## src/rtl/cci_mpf_prim_ram_sched_pkg.sv

```systemverilog
// Shared types for the byte-enable RAM scheduler: FSM states, requester id, requester count.
// Used by cci_mpf_prim_ram_byteena_sched and its read-pipeline sub-module.
package cci_mpf_prim_ram_sched_pkg;

  localparam int NUM_REQ = 2;

  typedef enum logic [1:0] {
    ST_INIT  = 2'd0,
    ST_RUN   = 2'd1,
    ST_DRAIN = 2'd2
  } sched_state_e;

  typedef logic req_id_t;

  localparam req_id_t REQ_A = 1'b0;

  function automatic req_id_t other_req(input req_id_t id);
    return ~id;
  endfunction

endpackage

```

## src/rtl/cci_mpf_prim_ram_sched_rd_pipe.sv

```systemverilog
// Fixed-latency tracker for read requests: shifts valid/id alongside the RAM read latency
// and reports whether any read is still outstanding.
module cci_mpf_prim_ram_sched_rd_pipe
  import cci_mpf_prim_ram_sched_pkg::*;
#(
  parameter int RD_LATENCY = 1
) (
  input  logic    clk,
  input  logic    reset_n,
  input  logic    in_valid,
  input  req_id_t in_id,
  output logic    out_valid,
  output req_id_t out_id,
  output logic    busy
);

  logic [RD_LATENCY-1:0]    valid_q, valid_d;
  req_id_t [RD_LATENCY-1:0] id_q, id_d;

  always_comb begin
    valid_d    = valid_q;
    id_d       = id_q;
    valid_d[0] = in_valid;
    id_d[0]    = in_id;
    for (int i = 1; i < RD_LATENCY; i++) begin
      valid_d[i] = valid_q[i-1];
      id_d[i]    = id_q[i-1];
    end
  end

  always_ff @(posedge clk or negedge reset_n) begin
    if (!reset_n) begin
      valid_q <= '0;
      id_q    <= '0;
    end else begin
      valid_q <= valid_d;
      id_q    <= id_d;
    end
  end

  // The output stage still counts as in flight: its data is being delivered this cycle.
  assign out_valid = valid_q[RD_LATENCY-1];
  assign out_id    = id_q[RD_LATENCY-1];
  assign busy      = |valid_q;

endmodule

```

## src/rtl/cci_mpf_prim_ram_byteena_sched.sv

```systemverilog
// Two-requester round-robin front end for a single-port byte-enable RAM, with init sweep and clear.
// Optional CCI_MPF_RAM_SCHED_STATS_EN adds grant_cnt (saturating per-requester transfer counts).
//
// state    | meaning
// ST_INIT  | sweep INIT_VALUE into every entry, no grants
// ST_RUN   | rdy=1, round-robin grant of one request per cycle
// ST_DRAIN | after clear: no grants, wait for in-flight reads, then re-init
module cci_mpf_prim_ram_byteena_sched
  import cci_mpf_prim_ram_sched_pkg::*;
#(
  parameter int N_ENTRIES = 32,
  parameter int N_DATA_BITS = 64,
  parameter int N_BYTE_BITS = 8,
  parameter int RD_LATENCY = 1,
  parameter logic [N_DATA_BITS-1:0] INIT_VALUE = '0,
  localparam int AW = $clog2(N_ENTRIES),
  localparam int BW = N_DATA_BITS / N_BYTE_BITS
) (
  input  logic                           clk,
  input  logic                           reset_n,
  input  logic                           clear,
  output logic                           rdy,
  input  logic [NUM_REQ-1:0]             req_valid,
  output logic [NUM_REQ-1:0]             req_ready,
  input  logic [NUM_REQ-1:0]             req_wen,
  input  logic [NUM_REQ*AW-1:0]          req_addr,
  input  logic [NUM_REQ*BW-1:0]          req_byteena,
  input  logic [NUM_REQ*N_DATA_BITS-1:0] req_wdata,
  output logic [NUM_REQ-1:0]             rsp_valid,
  output logic [N_DATA_BITS-1:0]         rsp_rdata,
`ifdef CCI_MPF_RAM_SCHED_STATS_EN
  output logic [NUM_REQ*32-1:0]          grant_cnt,
`endif
  output logic [AW-1:0]                  ram_addr,
  output logic                           ram_wen,
  output logic [BW-1:0]                  ram_byteena,
  output logic [N_DATA_BITS-1:0]         ram_wdata,
  input  logic [N_DATA_BITS-1:0]         ram_rdata
);

  localparam logic [AW-1:0] LAST_ADDR = AW'(N_ENTRIES - 1);

  sched_state_e  state_q, state_d;
  logic [AW-1:0] sweep_q, sweep_d;
  logic          sweep_arm_q, sweep_arm_d;
  req_id_t       prio_q, prio_d;

  req_id_t gnt_id;
  logic    xfer;
  logic    rd_issue;
  logic    pipe_out_valid;
  req_id_t pipe_out_id;
  logic    rd_busy;

  always_comb begin
    if (req_valid[0] && req_valid[1]) begin
      gnt_id = prio_q;
    end else if (req_valid[1]) begin
      gnt_id = 1'b1;
    end else begin
      gnt_id = REQ_A;
    end
  end

  // sweep_arm_q holds off the first init write until one edge after reset release.
  always_comb begin
    state_d     = state_q;
    sweep_d     = sweep_q;
    sweep_arm_d = 1'b1;
    prio_d      = prio_q;
    req_ready   = '0;
    xfer        = 1'b0;
    rd_issue    = 1'b0;
    ram_addr    = '0;
    ram_wen     = 1'b0;
    ram_byteena = '0;
    ram_wdata   = '0;

    case (state_q)
      ST_INIT: begin
        if (sweep_arm_q) begin
          ram_wen     = 1'b1;
          ram_byteena = '1;
          ram_wdata   = INIT_VALUE;
          ram_addr    = sweep_q;
          if (sweep_q == LAST_ADDR) begin
            sweep_d = '0;
            state_d = ST_RUN;
          end else begin
            sweep_d = sweep_q + AW'(1);
          end
        end
      end
      ST_RUN: begin
        xfer = |req_valid;
        if (xfer) begin
          req_ready[gnt_id] = 1'b1;
          ram_addr          = req_addr[int'(gnt_id)*AW +: AW];
          ram_wen           = req_wen[gnt_id];
          ram_byteena       = req_byteena[int'(gnt_id)*BW +: BW];
          ram_wdata         = req_wdata[int'(gnt_id)*N_DATA_BITS +: N_DATA_BITS];
          rd_issue          = ~req_wen[gnt_id];
          prio_d            = other_req(gnt_id);
        end
        if (clear) begin
          state_d = ST_DRAIN;
        end
      end
      ST_DRAIN: begin
        sweep_d = '0;
        if (!rd_busy) begin
          state_d = ST_INIT;
        end
      end
      default: begin
        state_d = ST_INIT;
        sweep_d = '0;
      end
    endcase
  end

  always_ff @(posedge clk or negedge reset_n) begin
    if (!reset_n) begin
      state_q     <= ST_INIT;
      sweep_q     <= '0;
      sweep_arm_q <= 1'b0;
      prio_q      <= REQ_A;
    end else begin
      state_q     <= state_d;
      sweep_q     <= sweep_d;
      sweep_arm_q <= sweep_arm_d;
      prio_q      <= prio_d;
    end
  end

  assign rdy = (state_q == ST_RUN);

  cci_mpf_prim_ram_sched_rd_pipe #(
    .RD_LATENCY(RD_LATENCY)
  ) u_rd_pipe (
    .clk      (clk),
    .reset_n  (reset_n),
    .in_valid (rd_issue),
    .in_id    (gnt_id),
    .out_valid(pipe_out_valid),
    .out_id   (pipe_out_id),
    .busy     (rd_busy)
  );

  always_comb begin
    rsp_valid = '0;
    if (pipe_out_valid) begin
      rsp_valid[pipe_out_id] = 1'b1;
    end
  end

  assign rsp_rdata = ram_rdata;

`ifdef CCI_MPF_RAM_SCHED_STATS_EN
  logic [31:0] cnt_q [NUM_REQ];
  logic [31:0] cnt_d [NUM_REQ];

  always_comb begin
    grant_cnt = '0;
    for (int i = 0; i < NUM_REQ; i++) begin
      cnt_d[i] = cnt_q[i];
      if (clear) begin
        cnt_d[i] = '0;
      end else if (req_ready[i] && (cnt_q[i] != '1)) begin
        cnt_d[i] = cnt_q[i] + 32'd1;
      end
      grant_cnt[i*32 +: 32] = cnt_q[i];
    end
  end

  always_ff @(posedge clk or negedge reset_n) begin
    if (!reset_n) begin
      for (int i = 0; i < NUM_REQ; i++) begin
        cnt_q[i] <= '0;
      end
    end else begin
      for (int i = 0; i < NUM_REQ; i++) begin
        cnt_q[i] <= cnt_d[i];
      end
    end
  end
`endif

endmodule

```

## config.mk

```make
export PLATFORM = sky130hd
export DESIGN_NAME = cci_mpf_prim_ram_byteena_sched
export DESIGN_NICKNAME = d
export VERILOG_FILES = /design/src/rtl/cci_mpf_prim_ram_sched_pkg.sv /design/src/rtl/cci_mpf_prim_ram_sched_rd_pipe.sv /design/src/rtl/cci_mpf_prim_ram_byteena_sched.sv
export SDC_FILE = /design/constraint.sdc
export NUM_CORES = 1
export LEC_CHECK = 0
export ABC_AREA = 1
export CAP_MARGIN = 20
export CELL_PAD_IN_SITES_DETAIL_PLACEMENT = 1
export CELL_PAD_IN_SITES_GLOBAL_PLACEMENT = 1
export CORE_AREA = 2 2 146 148
export CTS_BUF_LIST = sky130_fd_sc_hd__clkbuf_2 sky130_fd_sc_hd__clkbuf_4 sky130_fd_sc_hd__clkbuf_8
export DETAILED_ROUTE_END_ITERATION = 12
export DIE_AREA = 0 0 148 150
export PLACE_DENSITY_LB_ADDON = 0.3
export SYNTH_ARGS = -nofsm -noshare
export SYNTH_HDL_FRONTEND = slang
export SYNTH_SLANG_ARGS = --single-unit
```

## constraint.sdc

```tcl
create_clock -name clk -period 3.27 [get_ports clk]
set_input_delay 0.981 -clock clk [delete_from_list [all_inputs] [get_ports clk]]
set_output_delay 0.981 -clock clk [all_outputs]
set_load 0.05 [all_outputs]
```

* After elaboration in Yosys (flattened, before gate mapping)
Index checks and enable logic that the tools add are counted.
** Storage, ports and cells
- Register bits after elaboration :: 11
- Input port bits :: 225
** Cells by class
- $add $sub $neg :: 1
- Multipliers :: 1
- $lt $le $gt $ge :: 4
- Equal/unequal tests :: 7
- Shifts and indexed selects :: 3
- Mux-type cells :: 32
- Bitwise logic cells :: 3
- Reduce and logical (&&, ||, !) cells :: 8
** Operators with widths (number)
- 64-bit two-way mux :: 2
- 128-bit by 8-bit indexed part select with 64-bit output :: 1
- 5-bit two-way mux :: 4
- 5-bit case mux with 2 select lines :: 2
- 8-bit two-way mux :: 2
- 8-bit case mux with 2 select lines :: 1
- 16-bit by 5-bit indexed part select with 8-bit output :: 1
- 2-bit two-way mux :: 7
- 1-bit two-way mux :: 10
- 10-bit by 5-bit indexed part select with 5-bit output :: 1
- 2-bit inequality test, second input constant :: 4
- 2-bit case mux with 3 select lines :: 1
- 5-bit by 1-bit adder with 5-bit output, second input constant :: 1
- 5-bit equality test, second input constant :: 1
- 1-bit by 2-bit < comparator with 1-bit output, second input constant :: 2
- 1-bit by 3-bit multiplier with 4-bit output, second input constant :: 1
- 2-bit AND reduction :: 2
- 4-bit AND reduction :: 1
- 1-bit logical AND :: 3
- 1-bit inverter :: 3
- 1-bit demux with 1-bit select :: 2
- 2-bit by 1-bit equality test with 1-bit output, second input constant :: 1
- 2-bit equality test, second input constant :: 1
- 1-bit greater-or-equal comparator, second input constant :: 2
- other kinds (3) :: 3

* Logic depth before layout (Yosys ltp)
- Word-level depth :: 8
- Mapped depth :: 10

* By module
Synthesis repeated with hierarchy kept, for this count alone.
** Second synthesis, totals
- Cells, all modules :: 396
- Area total of the unflattened synthesis :: 2129.5 µm²
** Modules (own cells, without submodules)
- cci_mpf_prim_ram_byteena_sched :: instances 1, cells an instance 393, area an instance 2072.0 µm²
- cci_mpf_prim_ram_sched_rd_pipe :: instances 1, cells an instance 3, area an instance 57.6 µm²

* Worst setup path after synthesis
Ideal clock, no wire load.
- Path type :: input-to-output
- Start :: input port req_valid[0]
- End :: output port ram_wdata[54]
- Arrival :: 2.075 ns
- Required time :: 2.289 ns
- Setup slack :: 0.214 ns
- Cell stages on the path :: 6
- Cells stage by stage :: a21boi_2 > nand2_1 > inv_2 > buf_2 > nand2_1 > nand2_1
** Between the ends
- Word-level cells in the longest chain between the ends :: 5
- Elaborated cells on any way between the ends :: 6
- Classes of those cells :: 1 x shift; 3 x mux; 2 x reduce/logical
** Ends and longest elaborated chain
- from (decl) :: line cci_mpf_prim_ram_byteena_sched.sv:23 : input logic [NUM_REQ-1:0] req_valid,
- 1-bit logical AND :: line cci_mpf_prim_ram_byteena_sched.sv:56 : if (req_valid[0] && req_valid[1]) begin
- 1-bit two-way mux :: line cci_mpf_prim_ram_byteena_sched.sv:56
- 128-bit by 8-bit indexed part select with 64-bit output :: line cci_mpf_prim_ram_byteena_sched.sv:101 : ram_wdata = req_wdata[int'(gnt_id)*N_DATA_BITS +: N_DATA_BITS];
- 64-bit two-way mux (*) :: line cci_mpf_prim_ram_byteena_sched.sv:96 : if (xfer) begin
- 64-bit two-way mux (*)
- to (decl) :: line cci_mpf_prim_ram_byteena_sched.sv:37 : output logic [N_DATA_BITS-1:0] ram_wdata,
Every way passes the cells marked *; elsewhere a longest branch is shown, timed or not.

* Worst setup path after layout
- Start :: input port req_valid[0]
- End :: output port ram_wdata[33]
Same word-level chain as after synthesis.

==> impl_metrics.prom <==
# TYPE chip_impl_metric gauge
chip_impl_info{name="synth.most_common_cell",value="sky130_fd_sc_hd__nand2_1"} 1
chip_impl_metric{name="synthDominantCellAreaShare",unit="%"} 39.3
chip_impl_metric{name="ir_drop",unit="mV"} 0.191
chip_impl_metric{name="floorplan.initialDensity",unit="%"} 10.4
chip_impl_metric{name="post_layout_nonfiller_instances",unit=""} 867
chip_impl_metric{name="synthDistinctLibCells",unit=""} 23
chip_impl_metric{name="cts_num_sinks",unit=""} 11
chip_impl_metric{name="num_rows",unit=""} 53
chip_impl_metric{name="synth_fp_nets",unit=""} 627
chip_impl_metric{name="route.detailed.vias_per_inst",unit=""} 3.69
chip_impl_metric{name="finish_stage_setup_viols",unit=""} 0
chip_impl_metric{name="first_iter_violations",unit=""} 66
chip_impl_metric{name="skew",unit="ps"} 2.11
chip_impl_metric{name="hold_buffers",unit=""} 0
chip_impl_info{name="ctsRootBufferMaster",value="sky130_fd_sc_hd__clkbuf_8"} 1
chip_impl_metric{name="top_level_pins",unit=""} 372
chip_impl_metric{name="grt_overflow",unit=""} 0
chip_impl_metric{name="maxSlewViolCount",unit=""} 0
chip_impl_metric{name="globalplace.congestion",unit=""} 0.830
chip_impl_metric{name="crit_fanout",unit=""} 19
chip_impl_info{name="result_of_the_run",value="finished, final reports clean"} 1
chip_impl_info{name="synth.area.top_cells",value="sky130_fd_sc_hd__nand2_1 39%, sky130_fd_sc_hd__buf_4 24%, sky130_fd_sc_hd__dfrtp_1 13%"} 1
chip_impl_info{name="worstSetupStartpointType",value="input port"} 1
chip_impl_metric{name="crit_arrival",unit="ps"} 2230
chip_impl_metric{name="crit_share_post_route",unit="%"} 98.1
chip_impl_metric{name="die-area",unit="sq mm"} 0.0222
chip_impl_info{name="synth_top_area_cell",value="sky130_fd_sc_hd__nand2_1"} 1
chip_impl_info{name="holdCritPathClass",value="reg -> reg"} 1
chip_impl_metric{name="drive_gt1_share",unit="%"} 27.5
chip_impl_metric{name="final_critical_path_setup_slack",unit="ps"} 62.6
chip_impl_metric{name="flow.area_growth_from_synthesis",unit="%"} 167
chip_impl_info{name="path_class",value="in -> out"} 1
chip_impl_metric{name="power_density",unit="mW/mm^2"} 481
chip_impl_metric{name="final_wl",unit="um"} 13300
chip_impl_metric{name="core_area",unit="sq mm"} 0.0207
chip_impl_metric{name="via_count",unit=""} 3202
chip_impl_metric{name="drt_pre_antenna_iters",unit=""} 4
chip_impl_metric{name="syn_area_per_cell",unit="sq um"} 5.40
chip_impl_info{name="tritoncts",value="yes"} 1
chip_impl_metric{name="number_of_cts_inserted_buffers",unit=""} 3
chip_impl_metric{name="edff_count_synth",unit=""} 0
chip_impl_metric{name="final_hold_viol_count",unit=""} 0
chip_impl_metric{name="timing.slew.headroom",unit="%"} 57.3
chip_impl_metric{name="power",unit="mW"} 2.77
chip_impl_metric{name="die-width",unit="um"} 148
chip_impl_metric{name="place_inst",unit=""} 845
chip_impl_metric{name="drt_drc_violations_left",unit=""} 0
chip_impl_info{name="synth_top_cells_by_count",value="226 x sky130_fd_sc_hd__nand2_1, 68 x sky130_fd_sc_hd__buf_4, 31 x sky130_fd_sc_hd__nand3_1, 14 x sky130_fd_sc_hd__inv_1, 11 x sky130_fd_sc_hd__dfrtp_1"} 1
chip_impl_metric{name="die_height",unit="um"} 150
chip_impl_metric{name="achievable_frequency",unit="MHz"} 312
chip_impl_metric{name="worstMarginPinSlew",unit="ps"} 634
chip_impl_metric{name="yosys_register_bits",unit=""} 11
chip_impl_metric{name="clock_latency_on_the_worst_skew_pair",unit="ps"} 240
chip_impl_metric{name="insertedDiodeCount",unit=""} 0
chip_impl_metric{name="place.port_buffers",unit=""} 243
chip_impl_metric{name="timing.max_cap.violations",unit=""} 0
chip_impl_metric{name="grt_pass1_vias",unit=""} 3317
chip_impl_metric{name="static-leakage-power",unit="nW"} 2.57
chip_impl_metric{name="place.detailed.hpwl",unit="um"} 10200
chip_impl_metric{name="dp_worst_setup_slack",unit="ps"} -258
chip_impl_info{name="type_of_destination_of_the_critical_path",value="output pin"} 1
chip_impl_metric{name="final_antenna_net_count",unit=""} 0
chip_impl_metric{name="finish.net_count",unit=""} 820
chip_impl_metric{name="yosysWarnings",unit=""} 0
chip_impl_metric{name="critical_path_required",unit="ps"} 2290
chip_impl_metric{name="groute.usage.overall",unit="%"} 10.9
chip_impl_metric{name="asyncSetResetFlopFracSynth",unit="%"} 100
chip_impl_metric{name="routed_wire_length_per_instance",unit="um"} 15.3
chip_impl_metric{name="clkSlewWorstSetupHoldPaths",unit="ps"} 50
chip_impl_metric{name="fin_crit",unit="ps"} 3210
chip_impl_info{name="yosys_most_used_dff",value="sky130_fd_sc_hd__dfrtp_1"} 1
chip_impl_info{name="unrepaired_setup_endpoints_after_global_routing",value="no"} 1
chip_impl_metric{name="maximum_number_of_pins_on_one_net_before_global_route_repair",unit=""} 54
chip_impl_metric{name="synth-seq-area-share",unit="%"} 12.7
chip_impl_metric{name="first_pass_grt_wire_length",unit="um"} 18900
chip_impl_metric{name="post_synth_inst_count",unit=""} 400
chip_impl_metric{name="antenna_found_initial",unit=""} 0
chip_impl_metric{name="synth.cell_area",unit="sq mm"} 0.00216
chip_impl_metric{name="clock_tree.htree_level_count",unit=""} 1
chip_impl_metric{name="cts_buffer_depth",unit=""} 2
==> cell families (layout without fill, tap and decap cells) <==
family / count (synthesis) / after routing / synth area share, %
AND/OR/NAND/NOR: 278 / 278 / 52.6
buffers and inverters: 100 / 292 / 30.9
flip-flops: 11 / 11 / 12.7
AO/OA/AOI/OAI: 8 / 8 / 2.37
adder cells (fa/ha/maj): 2 / 2 / 1.16
other: 1 / 1 / 0.174
==> power by group <==
part / switching (mW) / internal (mW)
sequential: 0.0498 / 0.179
clock: 0.0536 / 0.0941
combinational: 1.27 / 1.12
==> flip-flops by register name (all words and copies together) (netlist names) <==
name and cells:
prio_q 1, u_rd_pipe.busy 1, u_rd_pipe.out_id 1, state_q 2, sweep_arm_q 1, sweep_q 5
==> layer usage <==
metal / global-route usage, % / up-vias / wire, um
met2: 20.2 / 143 / 7000
li1: - / 1535 / -
met1: 12.9 / 1500 / 5190
met3: 2.16 / 24 / 872
met5: 0 / - / 0
met4: 2.38 / 0 / 229
==> layout make-up <==
class	count	area, sq um
inverter	18	70.1
sequential	11	275
fill	2475	14900
multi-input combinational	289	1370
tap	275	344
timing repair buffer	270	3650
clock buffer	4	48.8
==> through the flow <==
step	area [sq um]	hold slack, ps	TNS, ps	utilization [%]
after floorplan	2160	524	0	-
after global placement	5240	560	-13230	25.3
after detailed placement	5240	589	-16610	25.3
after CTS	5750	607	0	27.8
after global routing	5760	629	0	27.8
final	5760	588	0	27.8
==> repair_timing <==
action / in CTS / in global routing
buffers inserted: 12 / 0
setup endpoints to repair: 79 / 63
pin swaps: 7 / 1
gates cloned: 6 / 1
resized for setup: 57 / 5
==> placed cells by master (no fill, tap or decap), drive strengths merged <==
master and n:
nand2 236, clkdlybuf4s50 161, buf 107, nand3 31
inv 18, dfrtp 11, nor2 9, clkbuf 6
o21ai 5, ha 2, a21boi 2, nand3b 1
o21a 1, nand4 1, conb 1
==> worst max-delay path, cell delays in order <==
cell                      delay, ps
sky130_fd_sc_hd__buf_2          110
sky130_fd_sc_hd__buf_6          120
sky130_fd_sc_hd__nand2_4         70
sky130_fd_sc_hd__nand2_4         60
sky130_fd_sc_hd__nor2_4          90
sky130_fd_sc_hd__buf_6          130
sky130_fd_sc_hd__buf_4          110
sky130_fd_sc_hd__buf_12         150
sky130_fd_sc_hd__nand2_1         70
sky130_fd_sc_hd__nand2_1        160
sky130_fd_sc_hd__buf_12         160
==> path summary, 6_finish.rpt <==
check                                  start       endpoint  slack [ps]  cells after the start
worst max-delay path            req_valid[0]  ram_wdata[33]          60                     11
worst min-delay path              sweep_q[4]     sweep_q[4]         590                      2
worst max register to register    sweep_q[0]     state_q[1]        1790                     10
worst min register to register    sweep_q[4]     sweep_q[4]         590                      2
max in group asynchronous            reset_n     sweep_q[4]        1800                      1
min in group asynchronous            reset_n     state_q[0]        1100                      1
Power figures use the tool's default switching activity.
